`config.mk`:
```
export PLATFORM = sky130hd
export DESIGN_NAME = if_fetch_unit
export DESIGN_NICKNAME = d
export VERILOG_FILES = /design/src/rtl/if_fetch_unit.sv
export SDC_FILE = /design/constraint.sdc
export NUM_CORES = 1
export LEC_CHECK = 0
export BUFFER_PORTS_ARGS = -buffer_cell sky130_fd_sc_hd__buf_2
export CORE_UTILIZATION = 43
export CTS_BUF_LIST = sky130_fd_sc_hd__clkbuf_8
export CTS_CLUSTER_SIZE = 10
export DETAILED_ROUTE_END_ITERATION = 7
export PLACE_DENSITY_LB_ADDON = 0.3
export SETUP_SLACK_MARGIN = 0.02
export SLEW_MARGIN = 20
export SYNTH_ARGS = -nofsm -noshare
export SYNTH_HDL_FRONTEND = slang
export SYNTH_SLANG_ARGS = --single-unit
```
`constraint.sdc`:
```
create_clock -name clk -period 5.7 [get_ports clk]
set_input_delay 0.285 -clock clk [delete_from_list [all_inputs] [get_ports clk]]
set_output_delay 0.285 -clock clk [all_outputs]
set_load 0.1 [all_outputs]
```
`src/rtl/if_fetch_unit.sv`:
```
// Instruction-fetch stage: owns the PC, issues in-order word reads and buffers
// returned instructions with their PCs for the ID stage. Handles redirects and back-pressure.
module if_fetch_unit #(
    parameter logic [31:0] RESET_PC = 32'h0000_0000,
    parameter int unsigned DEPTH    = 2
) (
    input  logic        clk,
    input  logic        rst_n,
    output logic        im_req_o,
    output logic [31:0] im_addr_o,
    input  logic        im_gnt_i,
    input  logic        im_rvalid_i,
    input  logic [31:0] im_rdata_i,
    input  logic        ex_redirect_i,
    input  logic [31:0] ex_redirect_pc_i,
    input  logic        id_stall_i,
    output logic        id_valid_o,
    output logic [31:0] id_insn_o,
    output logic [31:0] id_pc_o
);

    localparam int unsigned CW = $clog2(DEPTH + 1);
    localparam int unsigned PW = (DEPTH > 2) ? 2 : 1;

    typedef logic [CW-1:0] cnt_t;
    typedef logic [PW-1:0] ptr_t;

    localparam cnt_t        DepthC = cnt_t'(DEPTH);
    localparam ptr_t        LastP  = ptr_t'(DEPTH - 1);
    localparam logic [31:0] Nop    = 32'h0000_0013;

    function automatic ptr_t ptr_inc(input ptr_t p);
        return (p == LastP) ? '0 : p + ptr_t'(1);
    endfunction

    logic [31:0] pc_q, pc_d;
    logic [31:0] pcq_q [DEPTH];
    logic [31:0] pcq_d [DEPTH];
    ptr_t        pcq_wr_q, pcq_wr_d, pcq_rd_q, pcq_rd_d;
    logic [31:0] fifo_pc_q [DEPTH];
    logic [31:0] fifo_pc_d [DEPTH];
    logic [31:0] fifo_insn_q [DEPTH];
    logic [31:0] fifo_insn_d [DEPTH];
    ptr_t        fifo_wr_q, fifo_wr_d, fifo_rd_q, fifo_rd_d;
    cnt_t        count_q, count_d;
    cnt_t        outstanding_q, outstanding_d;
    cnt_t        discard_q, discard_d;

    logic        pop, grant, rsp, keep;
    cnt_t        occ;
    logic [31:0] redirect_pc;

    assign id_valid_o  = (count_q != '0);
    assign id_insn_o   = id_valid_o ? fifo_insn_q[fifo_rd_q] : Nop;
    assign id_pc_o     = id_valid_o ? fifo_pc_q[fifo_rd_q] : 32'h0;
    assign im_addr_o   = pc_q;
    assign redirect_pc = ex_redirect_pc_i & 32'hFFFF_FFFC;

    always_comb begin
        pop   = id_valid_o & ~id_stall_i;
        occ   = outstanding_q + count_q - cnt_t'(pop);
        // Held low while in reset so the request reads 0 as soon as reset asserts.
        im_req_o = rst_n & ~ex_redirect_i & (occ < DepthC);
        grant = im_req_o & im_gnt_i;
        // A response with nothing outstanding is a protocol error and is ignored.
        rsp   = im_rvalid_i & (outstanding_q != '0);
        keep  = rsp & (discard_q == '0) & ~ex_redirect_i;

        pc_d          = pc_q;
        pcq_d         = pcq_q;
        pcq_wr_d      = pcq_wr_q;
        pcq_rd_d      = pcq_rd_q;
        fifo_pc_d     = fifo_pc_q;
        fifo_insn_d   = fifo_insn_q;
        fifo_wr_d     = fifo_wr_q;
        fifo_rd_d     = fifo_rd_q;
        count_d       = count_q;
        outstanding_d = outstanding_q;
        discard_d     = discard_q;

        if (grant) begin
            pcq_d[pcq_wr_q] = pc_q;
            pcq_wr_d        = ptr_inc(pcq_wr_q);
            pc_d            = pc_q + 32'd4;
        end
        if (rsp) begin
            pcq_rd_d = ptr_inc(pcq_rd_q);
        end

        if (grant && !rsp) begin
            outstanding_d = outstanding_q + cnt_t'(1);
        end else if (!grant && rsp) begin
            outstanding_d = outstanding_q - cnt_t'(1);
        end

        if (ex_redirect_i) begin
            pc_d      = redirect_pc;
            // Every request still in flight after this cycle is stale.
            discard_d = outstanding_q - cnt_t'(rsp);
            count_d   = '0;
            fifo_wr_d = '0;
            fifo_rd_d = '0;
        end else begin
            if (rsp && discard_q != '0) begin
                discard_d = discard_q - cnt_t'(1);
            end
            if (keep) begin
                fifo_pc_d[fifo_wr_q]   = pcq_q[pcq_rd_q];
                fifo_insn_d[fifo_wr_q] = im_rdata_i;
                fifo_wr_d              = ptr_inc(fifo_wr_q);
            end
            if (pop) begin
                fifo_rd_d = ptr_inc(fifo_rd_q);
            end
            if (keep && !pop) begin
                count_d = count_q + cnt_t'(1);
            end else if (!keep && pop) begin
                count_d = count_q - cnt_t'(1);
            end
        end
    end

    always_ff @(posedge clk or negedge rst_n) begin
        if (!rst_n) begin
            pc_q          <= RESET_PC;
            pcq_wr_q      <= '0;
            pcq_rd_q      <= '0;
            fifo_wr_q     <= '0;
            fifo_rd_q     <= '0;
            count_q       <= '0;
            outstanding_q <= '0;
            discard_q     <= '0;
            for (int unsigned i = 0; i < DEPTH; i++) begin
                pcq_q[i]       <= '0;
                fifo_pc_q[i]   <= '0;
                fifo_insn_q[i] <= '0;
            end
        end else begin
            pc_q          <= pc_d;
            pcq_q         <= pcq_d;
            pcq_wr_q      <= pcq_wr_d;
            pcq_rd_q      <= pcq_rd_d;
            fifo_pc_q     <= fifo_pc_d;
            fifo_insn_q   <= fifo_insn_d;
            fifo_wr_q     <= fifo_wr_d;
            fifo_rd_q     <= fifo_rd_d;
            count_q       <= count_d;
            outstanding_q <= outstanding_d;
            discard_q     <= discard_d;
        end
    end

endmodule
```
==> flow_metrics.py <==
metrics = {
    "route": {
        "route.detailed.vias_per_inst": 5.04,
        "final_antenna_net_count": 0,
        "detail_route.iter0.violations": 378,
        "dr_total_vias": 7367,
        "totalWireLength_mm": 23.0,
        "drt-wirelength-per-cell_um": 15.7,
        "detail_route.first_pass.iterations": 6,
        "drt_drc_violations_left": 0,
    },
    "yosys": {
        "syn_area_um2": 10400,
        "synth.distinct_cells": 46,
        "netlist_instances": 913,
        "synth-seq-cells": 224,
        "syn_area_per_cell_um2": 11.3,
        "synthFlopType": "sky130_fd_sc_hd__dfrtp_1",
        "proportion_of_synthesized_flip_flops_having_asynchronous_set_or_reset_pct": 100,
        "yosys_warnings": 0,
        "synth_enable_flop_cells": 0,
        "synth_sequential_area_ratio_pct": 54.1,
    },
    "cts": {
        "cts_resized": 0,
        "tritoncts": "yes",
        "post-cts-setup-buffers": 0,
        "cts.sink_count": 224,
        "htree_num_levels": 2,
        "clock-root-buffer": "sky130_fd_sc_hd__clkbuf_8",
        "clock_tree.buffer_depth": 3,
        "clock_insertion_delay_worst_skew_ps": 520,
        "clk_transition_reported_paths_ps": 60,
        "clock_buffer_count_from_cts": 39,
    },
    "final_layout": {
        "final_net_count": 1199,
        "final_antenna_diode_count": 0,
        "fillerInstances": 2138,
        "syn2layout_area_growth_pct": 22.3,
        "layout-drive-gt1-share_pct": 24.1,
        "post_layout_nonfiller_instances": 1461,
    },
    "setup_path": {
        "worstPathCellList": "nor2_4 > nor2_1 > ha_1 > and2b_1 > xnor3_1 > nor3_4 > nand2_1 > buf_4 > mux2_1",
        "critical_path.max_stage_delay_ps": 690,
        "r2r_setup_slack_ps": 2120,
        "cpMaxStageDelayCell": "sky130_fd_sc_hd__xnor3_1",
        "worst_r2r_path_depth": 9,
        "crit-reg2reg-launch": "count_q[0]$_DFFE_PN0P_",
        "timing_worst_setup_path_type": "flip-flop to flip-flop",
        "worstPathRequired_ps": 6090,
        "critPathCaptureType": "flip-flop",
        "path_delay_family": "simple AND/OR/NAND/NOR gates",
        "critical_path_buf_inv_count": 1,
        "critPathMaxFanout": 24,
        "worst_r2r_endpoint": "pcq_q[7]$_DFFE_PN0P_",
        "cp-start-kind": "flip-flop",
        "timing.critical_path.arrival_ps": 3960,
    },
    "placement": {
        "routabilityCongestion": 0.769,
        "numPlacedInstances": 1346,
        "detailed_place_hpwl_mm": 14.4,
        "port_buffers": 161,
    },
    "die": {
        "placementRows": 56,
        "die_w_um": 157,
        "die_height_um": 157,
        "floorplan.io_pins": 168,
        "core_region_area_um2": 23500,
        "die_area_um2": 24700,
        "initial_utilization_pct": 44.0,
    },
    "grt": {
        "grt_overflow": 0,
        "global_route.usage.total_pct": 18.9,
        "vias_in_the_first_global_route": 7237,
        "grt_pass1_wl_mm": 37.1,
        "grt_antenna_before_repair": 1,
        "grt_max_degree": 99,
    },
    "sta": {
        "max_freq_mhz": 280,
        "fin_tns_setup_ps": 0,
        "post-route-period-util_pct": 62.7,
        "timing_max_transition_violations_final": 0,
        "rsz0062_at_grt": "no",
        "period_minus_slack_ps": 3580,
        "hold_viol_final": 0,
        "worst_slew_margin_rel_pct": 30.7,
        "timing_worst_slew_pin_value_ps": 1040,
        "clock-skew-final_ps": 19.5,
        "setup_viol_count_final": 0,
    },
    "worst_hold_path": {
        "timing.hold.worst_path_depth": 2,
        "timing.hold.worst.class": "input pin to flip-flop",
        "min-delay-start": "im_rdata_i[22]",
        "whs_endpoint": "fifo_insn_q[54]$_DFFE_PN0P_",
    },
    "run": {
        "maxCapViolCount": 0,
    },
    "power": {
        "power.leakage_nw": 5.92,
        "p_per_area_nw_per_um2": 479,
        "irDropWorstVdd_mv": 0.250,
    },
    "run_status": {
        "outcome": "completed",
    },
}
-- cell usage after synthesis, drive strengths merged, types with 10 or more instances --
| cell type | n | area (um^2) |
|---|---|---|
| dfrtp | 224 | 5610 |
| xnor2 | 23 | 201 |
| nor3 | 15 | 86.3 |
| clkbuf | 39 | 146 |
| mux2i | 95 | 951 |
| inv | 15 | 56.3 |
| buf | 24 | 123 |
| o21ai | 20 | 100 |
| nand2 | 38 | 143 |
| nor2 | 137 | 514 |
| a21oi | 69 | 345 |
| nand4 | 10 | 62.6 |
| mux2 | 124 | 1400 |
| nor4 | 12 | 96.3 |
-- state kept, by name, summed over array words and instances (netlist names) --
register       cells
pcq_wr_q           1
fifo_rd_q          1
fifo_pc_q         60
pcq_rd_q           1
count_q            2
im_addr_o         30
discard_q          2
fifo_insn_q       64
fifo_wr_q          1
outstanding_q      2
pcq_q             60
-- placed cells by master (no fill, tap or decap), drive strengths merged, types with 2 or more instances in the layout --
cell type,count
a21oi,69
a221o,3
a22oi,3
a31oi,2
and2,2
and3,9
and4,4
buf,174
clkbuf,44
conb,4
dfrtp,224
dlygate4sd3,56
ha,5
inv,28
mux2,124
mux2i,95
nand2,38
nand2b,4
nand3,8
nand4,10
nor2,137
nor2b,4
nor3,15
nor3b,3
nor4,12
nor4bb,2
o21ai,20
o31a,4
xnor2,23
xor2,4
-- cell type report --
| type | count | area, um^2 | share of cell area [%] |
|---|---|---|---|
| clock buffers | 44 | 606 | 4.78 |
| clock inverters | 15 | 66.3 | 0.523 |
| inverters | 15 | 56.3 | 0.444 |
| multi-input cells | 614 | 4460 | 35.2 |
| flip-flops and latches | 224 | 5610 | 44.3 |
| well taps | 319 | 399 | 3.15 |
| repair buffers | 230 | 1470 | 11.6 |
-- power by group --
part | leakage, nW | internal, mW | switching (mW) | total [mW]
logic | 2.73 | 0.770 | 1.43 | 2.20
clock network | 0.389 | 0.694 | 0.601 | 1.29
registers | 2.80 | 2.21 | 0.370 | 2.58
total | 5.92 | 3.68 | 2.40 | 6.07
-- how the worst max path moves through the flow --
stage | from | endpoint | slack, ps | depth (start not counted)
after detailed placement | count_q[0]$_DFFE_PN0P_ | pcq_q[10]$_DFFE_PN0P_ | 2080 | 9
final | count_q[0]$_DFFE_PN0P_ | pcq_q[7]$_DFFE_PN0P_ | 2120 | 9
after global placement | count_q[0]$_DFFE_PN0P_ | pcq_q[4]$_DFFE_PN0P_ | 2150 | 9
after floorplan | count_q[0]$_DFFE_PN0P_ | im_req_o | 2040 | 8
after global routing | count_q[0]$_DFFE_PN0P_ | pcq_q[3]$_DFFE_PN0P_ | 1780 | 9
after CTS | count_q[0]$_DFFE_PN0P_ | pcq_q[7]$_DFFE_PN0P_ | 2060 | 9
-- metal layers --
layer | GRT usage, % | vias up | part of all wire (%)
met5 | 0 | - | 0.061
met4 | 4.76 | 2 | 1.4
met3 | 4.07 | 31 | 5.3
met2 | 30.5 | 178 | 46
met1 | 25.9 | 3567 | 47
li1 | - | 3589 | -
-- worst reg2reg max path, stage by stage, from the launching register on --
cell and delay, ps:
sky130_fd_sc_hd__dfrtp_1 470, sky130_fd_sc_hd__nor2_4 50, sky130_fd_sc_hd__nor2_1 160, sky130_fd_sc_hd__ha_1 260
sky130_fd_sc_hd__and2b_1 200, sky130_fd_sc_hd__xnor3_1 690, sky130_fd_sc_hd__nor3_4 480, sky130_fd_sc_hd__nand2_1 420
sky130_fd_sc_hd__buf_4 380, sky130_fd_sc_hd__mux2_1 340
-- kinds of logic after synthesis --
kind of cell	after synthesis	synth area share (%)
AND/OR/NAND/NOR	252	11.3
flip-flops	224	54.1
multiplexers	219	22.7
AO/OA/AOI/OAI	106	5.68
buffers and inverters	78	3.14
XOR/XNOR	28	2.50
adder cells (fa/ha/maj)	5	0.604
other	1	0.0362
-- metrics by stage --
stage | total power [mW] | setup slack (ps) | instance area, um^2 | hold slack, ps | utilization, %
6_report | 6.07 | 2120 | 12700 | 41.1 | 53.8
5_1_grt | 6.47 | 1780 | 12700 | 16.8 | 53.8
4_1_cts | 6.16 | 2060 | 12700 | 2.94 | 53.8
3_5_place_dp | 4.80 | 2080 | 11400 | 385 | 48.6
3_3_place_gp | 4.73 | 2150 | 11400 | 380 | 48.6
2_1_floorplan | 4.31 | 2040 | 10400 | -10.6 | -
-- what timing repair did --
| item | CTS | global route |
|---|---|---|
| hold buffers | 56 | 0 |
| endpoints found under the setup margin | 0 | 0 |
| hold endpoints to repair | 173 | 0 |
(Power assumes the default switching activity.)
